`src/rtl/regfile_write_arbiter_if.sv`:
```
// Writeback bundle between the two writeback sources / issue logic and the register-file write arbiter.
// The master side drives requests and hazard queries; the slave side is the arbiter.
interface regfile_write_arbiter_if #(
  parameter int DATA_W = 32,
  parameter int ADDR_W = 5
);
  logic              a_valid;
  logic [ADDR_W-1:0] a_rd;
  logic [DATA_W-1:0] a_data;
  logic              a_ready;
  logic              b_valid;
  logic [ADDR_W-1:0] b_rd;
  logic [DATA_W-1:0] b_data;
  logic              b_ready;
  logic              pend_set;
  logic [ADDR_W-1:0] pend_rd;
  logic [ADDR_W-1:0] rs1;
  logic [ADDR_W-1:0] rs2;
  logic              rs1_busy;
  logic              rs2_busy;
  logic              reg_write;
  logic [ADDR_W-1:0] rd;
  logic [DATA_W-1:0] rd_din;

  modport master (
    output a_valid, a_rd, a_data, b_valid, b_rd, b_data,
           pend_set, pend_rd, rs1, rs2,
    input  a_ready, b_ready, rs1_busy, rs2_busy, reg_write, rd, rd_din
  );

  modport slave (
    input  a_valid, a_rd, a_data, b_valid, b_rd, b_data,
           pend_set, pend_rd, rs1, rs2,
    output a_ready, b_ready, rs1_busy, rs2_busy, reg_write, rd, rd_din
  );
endinterface

```
`src/rtl/regfile_write_arbiter.sv`:
```
// Round-robin arbiter sharing the register-file write port between core (A) and long-latency (B) writeback,
// with a pending-write scoreboard for B destinations. Define REGFILE_ARB_STATS_EN to add conflict_cnt.
module regfile_write_arbiter #(
  parameter int DATA_W   = 32,
  parameter int ADDR_W   = 5,
  parameter int NUM_REGS = 2**ADDR_W
) (
  input  logic                   clk,
  input  logic                   reset,
  regfile_write_arbiter_if.slave bus
`ifdef REGFILE_ARB_STATS_EN
  ,
  output logic [31:0]            conflict_cnt
`endif
);

  typedef enum logic {
    GRANT_A = 1'b0,
    GRANT_B = 1'b1
  } grant_e;

  grant_e              last_grant_q;
  grant_e              last_grant_d;
  logic                a_ready_c;
  logic                b_ready_c;

  logic                sel_vld_p0;
  logic [ADDR_W-1:0]   sel_rd_p0;
  logic [DATA_W-1:0]   sel_data_p0;

  logic                wr_vld_p1;
  logic [ADDR_W-1:0]   wr_rd_p1;
  logic [DATA_W-1:0]   wr_data_p1;

  logic [NUM_REGS-1:0] pending_q;
  logic [NUM_REGS-1:0] pending_d;

  function automatic logic busy_of(input logic [NUM_REGS-1:0] pend,
                                   input logic [ADDR_W-1:0]   idx);
    return (idx != '0) && pend[idx];
  endfunction

  function automatic logic [31:0] sat_inc32(input logic [31:0] v);
    return (v == 32'hFFFF_FFFF) ? v : v + 32'd1;
  endfunction

  always_ff @(posedge clk) begin
    if (!reset) begin
      last_grant_q <= GRANT_B;
    end else begin
      last_grant_q <= last_grant_d;
    end
  end

  // Grant the only requester, or on a conflict the one that did not win last time.
  always_comb begin
    a_ready_c    = 1'b0;
    b_ready_c    = 1'b0;
    last_grant_d = last_grant_q;
    if (reset) begin
      if (bus.a_valid && (!bus.b_valid || (last_grant_q == GRANT_B))) begin
        a_ready_c    = 1'b1;
        last_grant_d = GRANT_A;
      end else if (bus.b_valid) begin
        b_ready_c    = 1'b1;
        last_grant_d = GRANT_B;
      end
    end
  end

  assign bus.a_ready = a_ready_c;
  assign bus.b_ready = b_ready_c;

  // Stage p0: select the granted source; x0 is accepted but never written.
  always_comb begin
    sel_vld_p0  = 1'b0;
    sel_rd_p0   = bus.a_rd;
    sel_data_p0 = bus.a_data;
    if (a_ready_c) begin
      sel_vld_p0 = (bus.a_rd != '0);
    end else if (b_ready_c) begin
      sel_vld_p0  = (bus.b_rd != '0);
      sel_rd_p0   = bus.b_rd;
      sel_data_p0 = bus.b_data;
    end
  end

  // Stage p1: registered write port; index and data hold when nothing is granted.
  always_ff @(posedge clk) begin
    if (!reset) begin
      wr_vld_p1  <= 1'b0;
      wr_rd_p1   <= '0;
      wr_data_p1 <= '0;
    end else begin
      wr_vld_p1 <= sel_vld_p0;
      if (a_ready_c || b_ready_c) begin
        wr_rd_p1   <= sel_rd_p0;
        wr_data_p1 <= sel_data_p0;
      end
    end
  end

  assign bus.reg_write = wr_vld_p1;
  assign bus.rd        = wr_rd_p1;
  assign bus.rd_din    = wr_data_p1;

  // Clear on B accept first so a same-edge issue to that register keeps it pending.
  always_comb begin
    pending_d = pending_q;
    if (b_ready_c && (bus.b_rd != '0)) begin
      pending_d[bus.b_rd] = 1'b0;
    end
    if (bus.pend_set && (bus.pend_rd != '0)) begin
      pending_d[bus.pend_rd] = 1'b1;
    end
    pending_d[0] = 1'b0;
  end

  always_ff @(posedge clk) begin
    if (!reset) begin
      pending_q <= '0;
    end else begin
      pending_q <= pending_d;
    end
  end

  assign bus.rs1_busy = busy_of(pending_q, bus.rs1);
  assign bus.rs2_busy = busy_of(pending_q, bus.rs2);

`ifdef REGFILE_ARB_STATS_EN
  logic [31:0] conflict_cnt_q;

  always_ff @(posedge clk) begin
    if (!reset) begin
      conflict_cnt_q <= 32'd0;
    end else if (bus.a_valid && bus.b_valid) begin
      conflict_cnt_q <= sat_inc32(conflict_cnt_q);
    end
  end

  assign conflict_cnt = conflict_cnt_q;
`else
  // The saturating increment exists only for the statistics build.
  logic [31:0] unused_sat_c;
  assign unused_sat_c = sat_inc32(32'd0);
`endif

endmodule

```
`src/flat_wrapper.sv`:
```
// flat-port wrapper written by rule: the top's interface ports become plain ports
module regfile_write_arbiter_flat 
#(
  parameter int DATA_W   = 32,
  parameter int ADDR_W   = 5,
  parameter int NUM_REGS = 2**ADDR_W
)
  (clk, reset, bus_a_valid, bus_a_rd, bus_a_data, bus_b_valid, bus_b_rd, bus_b_data, bus_pend_set, bus_pend_rd, bus_rs1, bus_rs2, bus_a_ready, bus_b_ready, bus_rs1_busy, bus_rs2_busy, bus_reg_write, bus_rd, bus_rd_din);
  regfile_write_arbiter_if #(.DATA_W(DATA_W), .ADDR_W(ADDR_W)) bus_i ();
  input  logic clk;
  input  logic reset;
  input wire logic [$bits(bus_i.a_valid)-1:0] bus_a_valid;
  input wire logic [$bits(bus_i.a_rd)-1:0] bus_a_rd;
  input wire logic [$bits(bus_i.a_data)-1:0] bus_a_data;
  input wire logic [$bits(bus_i.b_valid)-1:0] bus_b_valid;
  input wire logic [$bits(bus_i.b_rd)-1:0] bus_b_rd;
  input wire logic [$bits(bus_i.b_data)-1:0] bus_b_data;
  input wire logic [$bits(bus_i.pend_set)-1:0] bus_pend_set;
  input wire logic [$bits(bus_i.pend_rd)-1:0] bus_pend_rd;
  input wire logic [$bits(bus_i.rs1)-1:0] bus_rs1;
  input wire logic [$bits(bus_i.rs2)-1:0] bus_rs2;
  output wire logic [$bits(bus_i.a_ready)-1:0] bus_a_ready;
  output wire logic [$bits(bus_i.b_ready)-1:0] bus_b_ready;
  output wire logic [$bits(bus_i.rs1_busy)-1:0] bus_rs1_busy;
  output wire logic [$bits(bus_i.rs2_busy)-1:0] bus_rs2_busy;
  output wire logic [$bits(bus_i.reg_write)-1:0] bus_reg_write;
  output wire logic [$bits(bus_i.rd)-1:0] bus_rd;
  output wire logic [$bits(bus_i.rd_din)-1:0] bus_rd_din;
  assign bus_i.a_valid = bus_a_valid;
  assign bus_i.a_rd = bus_a_rd;
  assign bus_i.a_data = bus_a_data;
  assign bus_i.b_valid = bus_b_valid;
  assign bus_i.b_rd = bus_b_rd;
  assign bus_i.b_data = bus_b_data;
  assign bus_i.pend_set = bus_pend_set;
  assign bus_i.pend_rd = bus_pend_rd;
  assign bus_i.rs1 = bus_rs1;
  assign bus_i.rs2 = bus_rs2;
  assign bus_a_ready = bus_i.a_ready;
  assign bus_b_ready = bus_i.b_ready;
  assign bus_rs1_busy = bus_i.rs1_busy;
  assign bus_rs2_busy = bus_i.rs2_busy;
  assign bus_reg_write = bus_i.reg_write;
  assign bus_rd = bus_i.rd;
  assign bus_rd_din = bus_i.rd_din;
  regfile_write_arbiter #(.DATA_W(DATA_W), .ADDR_W(ADDR_W), .NUM_REGS(NUM_REGS)) u_core (.clk(clk), .reset(reset), .bus(bus_i));
endmodule
```
`config.mk`:
```
export PLATFORM = sky130hd
export DESIGN_NAME = regfile_write_arbiter_flat
export DESIGN_NICKNAME = d
export VERILOG_FILES = /design/src/rtl/regfile_write_arbiter_if.sv /design/src/rtl/regfile_write_arbiter.sv /design/src/flat_wrapper.sv
export SDC_FILE = /design/constraint.sdc
export NUM_CORES = 1
export LEC_CHECK = 0
export CORE_UTILIZATION = 25
export DETAILED_ROUTE_END_ITERATION = 16
export PLACE_DENSITY = 0.61
export SKIP_CTS_REPAIR_TIMING = 1
export SLEW_MARGIN = 20
export SYNTH_ARGS = -nofsm -noshare
export SYNTH_HDL_FRONTEND = slang
export SYNTH_SLANG_ARGS = --single-unit
```
`constraint.sdc`:
```
create_clock -name clk -period 1.7 [get_ports clk]
set_clock_uncertainty 0.1 [all_clocks]
set_input_delay 0.34 -clock clk [delete_from_list [all_inputs] [get_ports clk]]
set_output_delay 0.34 -clock clk [all_outputs]
set_load 0.02 [all_outputs]
```
==> flow_summary.yaml <==
outcome:
  status: "finished with violations"
  violations: "setup timing"
power:
  p_clk_share_pct: 42.9
  pwr_density_cell_nw_per_um2: 793
  finalPower_mw: 4.68
  ir_drop_mv: 0.347
  intPower_mw: 3.49
  switchingPower_mw: 1.19
  seq_power_share_pct: 37.4
  switching_share_pct: 25.5
  pwr-share-comb_pct: 19.6
  p_leak_nw: 2.75
global_routing:
  gr-total-overflow: 0
  grt_max_degree: 64
  grt_use_met2_pct: 29.3
  gr-usage-met3_pct: 4.92
  busiest_layer: "met2"
  grt_pass1_wl_mm: 19.4
  grt_pass1_vias: 3877
  antenna_found_initial: 1
  grt_use_total_pct: 16.8
  use_met1_pct: 19.8
logic_synthesis:
  ys_types: 37
  synth-seq-cells: 70
  netlist_instances: 418
  yosysTopAreaCell: "dfxtp_1"
  yosysMostFrequentCell: "nand2_1"
  synth_ff_type: "dfxtp_1"
  synth_area_leaders: "dfxtp_1 (39%), a21boi_0 (9.6%), nand2_1 (8.4%)"
  synth-async-reset-ratio_pct: 0
  synth_edf_count: 0
  synth_area_um2: 3580
  avgSynthCellArea_um2: 8.57
  yosysWarningCount: 0
  yosysSeqAreaShare_pct: 39.1
  yosysTopAreaCellShare_pct: 39.1
  yosys-top-cells-count: "nand2_1 (80), dfxtp_1 (70), a21boi_0 (46)"
  syn_nets: 512
cts:
  clock_latency_ps: 330
  cts.sinks: 70
  cts_buffers: 9
  cts.htree.levels: 3
  clock_path_buffers: 2
  cts_tree: "yes"
  cts_root_buf: "clkbuf_16"
  cts.reportedPaths.clkPinSlew_ps: 60
timing:
  final.min_clock_period_ps: 2170
  timing.hold.ws_ps: 291
  period_share_pct: 128
  rsz0062_at_grt: "yes"
  clock.fmax_mhz: 460
  drv_slew: 0
  fin_ws_ps: -473
  tightest_slew_ps: 534
  finalSetupViolations: 2
  hold_violations: 0
  slew_headroom_pct: 64.4
detailed_routing:
  wl_mm: 12.4
  ant_nets: 0
  drc_errors: 0
  avgViaCountPerCell: 4.92
  num_vias: 3733
  drt-initial-drc-count: 123
  drt_pass1_iterations: 4
  wl_per_cell_um: 16.3
floorplan:
  die_h_um: 122
  num_rows: 43
  initial_core_util_pct: 25.7
  core-area_um2: 13900
  io-pin-count: 136
  die_area_um2: 14800
  die_x_um: 122
setup_path:
  worstPathRequired_ps: 1260
  crit_type: "reg2out"
  worstPathMaxFanout: 3
  crit_arrival_ps: 1730
  start_kind: "register"
  endpoint_kind: "output port"
flow_run:
  cap_violations: 0
layout:
  final_cells: 759
  final_nets: 668
  drive_above_1_share_pct: 16.4
  areaGrowthSynthToFinish_pct: 64.7
  diodes: 0
placement:
  place_inst: 739
  port_buffers: 135
  hpwl_mm: 9.45
  gp_congestion: 0.888
  dp_slack_ps: -1260
hold_path:
  holdCritPathClass: "in2reg"
==> power groups by stage <==
stage / combinational, mW / sequential, mW / clock (mW)
finish: 0.919 / 1.75 / 2.01
global route: 0.986 / 1.76 / 2.15
CTS: 0.898 / 1.75 / 2.06
detailed placement: 0.895 / 1.79 / 0
global placement: 0.886 / 1.79 / 0
floorplan: 0.316 / 1.86 / 0
==> metal layers <==
layer	vias up	part of all wire [%]	wire [µm]
li1	1832	-	-
met1	1757	42	5220
met2	125	49	6060
met3	17	7.7	951
met4	2	1.3	163
met5	-	0.081	10
==> stage by stage <==
stage | instance area (µm²) | TNS [ps] | utilization, %
6_report | 5900 | -916 | 42.3
5_1_grt | 5900 | -1080 | 42.3
4_1_cts | 5650 | -13330 | 40.5
3_5_place_dp | 5320 | -34990 | 38.2
3_3_place_gp | 5320 | -36200 | 38.2
2_1_floorplan | 3610 | -263 | -
==> layout by cell type (no fill, tap or decap), types with 6 or more instances in the layout <==
master	netlist	final
a21boi_0	46	46
a21boi_1	22	22
a221oi_1	8	6
a22oi_1	37	37
buf_4	5	32
buf_6	2	6
clkbuf_16	0	9
clkdlybuf4s50_1	0	84
dfxtp_1	70	65
dlymetal6s2s_1	0	46
mux2i_1	18	18
nand2_1	80	78
nand2b_1	7	7
nor2_1	10	10
nor2b_1	12	10
o21ai_0	30	22
o21ai_1	4	8
==> worst max-delay path, cell delays in order, from the launching register on <==
cell and delay, ps:
dfxtp_2 330, mux4_2 470, inv_2 60, a2111oi_2 60, a41oi_1 220, nand3_2 100
buf_6 150
==> final timing paths <==
check / start / to / slack [ps] / cells past startpoint
setup / recovery: u_core.pending_q[7] / bus_rs2_busy / -470 / 6
hold reg to reg: u_core.bus.rd_din[19] / u_core.bus.rd_din[19] / 350 / 2
hold / removal: bus_b_valid / u_core.last_grant_q / 290 / 3
setup reg to reg: u_core.last_grant_q / u_core.pending_q[18] / 70 / 6
==> state kept, by name (all words and copies together), names as in the netlist <==
signal,flops
u_core.pending_q,31
u_core.bus.rd,5
u_core.last_grant_q,1
u_core.bus.reg_write,1
u_core.bus.rd_din,32
==> cell type report <==
cell class,count,area [µm²]
fillers,1390,8030
multi-input cells,314,2120
clock inverters,7,98.8
inverters,6,25.0
well taps,180,225
flip-flops and latches,70,1410
repair buffers,173,1790
clock buffers,9,225
==> cell families (layout without fill, tap and decap cells) <==
family                 after synthesis  after routing  synth area share [%]
buffers and inverters               35            195                  4.89
and+or+nand+nor                    133            134                  17.9
DFF                                 70             70                  39.1
AOI/OAI and AO/OA                  158            158                  31.2
muxes                               22             22                  6.92
(Power assumes the default switching activity.)
==> variant (config.mk and constraints unchanged) <==
`DATA_W` is set to 32 in 3 places; all go to 16.
--- a/src/rtl/regfile_write_arbiter_if.sv
+++ b/src/rtl/regfile_write_arbiter_if.sv
@@ -2,5 +2,5 @@
 // The master side drives requests and hazard queries; the slave side is the arbiter.
 interface regfile_write_arbiter_if #(
-  parameter int DATA_W = 32,
+  parameter int DATA_W = 16,
   parameter int ADDR_W = 5
 );
--- a/src/rtl/regfile_write_arbiter.sv
+++ b/src/rtl/regfile_write_arbiter.sv
@@ -2,5 +2,5 @@
 // with a pending-write scoreboard for B destinations. Define REGFILE_ARB_STATS_EN to add conflict_cnt.
 module regfile_write_arbiter #(
-  parameter int DATA_W   = 32,
+  parameter int DATA_W   = 16,
   parameter int ADDR_W   = 5,
   parameter int NUM_REGS = 2**ADDR_W
--- a/src/flat_wrapper.sv
+++ b/src/flat_wrapper.sv
@@ -2,5 +2,5 @@
 module regfile_write_arbiter_flat 
 #(
-  parameter int DATA_W   = 32,
+  parameter int DATA_W   = 16,
   parameter int ADDR_W   = 5,
   parameter int NUM_REGS = 2**ADDR_W
Interface: changed (resized bus_a_data, bus_b_data and bus_rd_din); port bits go from 136 to 88. No check against the original RTL was run, so the function may have changed too.
==> variant against the original RTL <==
The run still ends with negative setup slack left; critical path depth did not move; routed wire length down 22%; power decreased by 34%; register-to-register slack improved by 0.09 ns; area after synthesis fell by 19%; final area is 20% lower; worst setup slack gained 0.036 ns; synthesized cell count down 17%; sequential share of layout area shrank 0.85 points; sequential cell count shrank 16; maximum frequency up 1.7%; clock power shrank 50%; global-route usage decreased by 0.76 points; critical path type unchanged.
==> variant: results <==
set metrics [dict create \
    outcome "finished, violations left" \
    violations "negative setup slack" \
    slew_headroom_pct 70.80 \
    powerDensity_mw_per_mm2 654.0 \
    grt_pass1_wl_um 14990 \
    final_nets 533 \
    io_buffer_count 87 \
    ys_seq_area_share_pct 37.03 \
    postPlaceCellArea_mm2 0.004275 \
    synth_fp_nets 410 \
    timing.rr.end "u_core.pending_q[20]" \
    grt_max_degree 54 \
    tns_ns -0.7787 \
    synth.area.mux_share_pct 8.487 \
    cts.clk_slew.worst_paths_ns 0.07 \
    syn_area_per_cell_um2 8.388 \
    rrSetupSlack_ns 0.16 \
    setup_violations 2 \
    drtIter0Drc 165 \
    pre_cts_ws_ns -1.210 \
    ir_drop_v 0.0004462 \
    h-tree-depth 2 \
    grt_pass1_vias 3074 \
    numCtsBuffers 5 \
    crit_slowest_cell "dfxtp_2" \
    drive_above_1_share_pct 21.61 \
    synth_compound_area_share_pct 30.39 \
    synth_common_cells "64 x nand2_1, 54 x dfxtp_1, 46 x a21boi_0" \
    dp.cells 601 \
    setup_ws_ns -0.4367 \
    gp_congestion 0.8568 \
    antenna_found_initial 0 \
    cp-startpoint "u_core.pending_q[2]" \
    wl_per_cell_um 15.77 \
    hold_ws_ns 0.2733 \
    routed_via_density 5.021 \
    leakage_nw 2.091 \
    largest_reg_flops 31 \
    synthTopCellsByArea "dfxtp_1 37%, a21boi_0 12%, nand2_1 8.2%, mux2i_1 6.2%, o21ai_0 5.7%" \
    r2r_cells 7 \
    cp.arrival_ns 1.70 \
]
## variant: how the worst max path moves through the flow
stage / to / slack, ns / cells past startpoint
after floorplan: bus_rs1_busy / -0.13 / 6
after global routing: bus_rs1_busy / -0.49 / 6
after CTS: bus_rs2_busy / -1.22 / 8
after global placement: bus_rs2_busy / -1.17 / 8
after detailed placement: bus_rs2_busy / -1.21 / 8
final: bus_rs1_busy / -0.44 / 6
## variant: kinds of logic after synthesis
kind of cell / Yosys count
AOI/OAI and AO/OA: 127
buffers and inverters: 27
DFF: 54
muxes: 22
and+or+nand+nor: 118
## variant: per-layer routing
metal | global-route usage, % | up-vias | share of wire, %
met1 | 19.19 | 1440 | 43
li1 | - | 1508 | -
met3 | 4.879 | 10 | 8.4
met4 | 3.810 | 0 | 1.1
met5 | 0 | - | 0
met2 | 27.95 | 130 | 47
## variant: critical path, delay by kind of cell (launching register included)
| family | cells | cell delay (ns) |
|---|---|---|
| DFF | 1 | 0.34 |
| muxes | 1 | 0.28 |
| buffers and inverters | 1 | 0.14 |
| AOI/OAI and AO/OA | 3 | 0.55 |
| and+or+nand+nor | 1 | 0.09 |
## variant: final cells by class
class	instances	area [µm²]	share of cell area, %
Inverter	4	15.01	0.3177
Tap cell	143	178.9	3.786
Clock inverter	2	16.27	0.3442
Clock buffer	6	128.9	2.727
Sequential cell	54	1087	23.01
Timing Repair Buffer	139	1428	30.21
Multi-Input combinational cell	267	1872	39.61
## variant: report_power, final
part	switching [mW]	total, mW	internal (mW)
Sequential	0.0260	1.34	1.31
Combinational	0.341	0.742	0.401
Clock	0.459	1.01	0.553
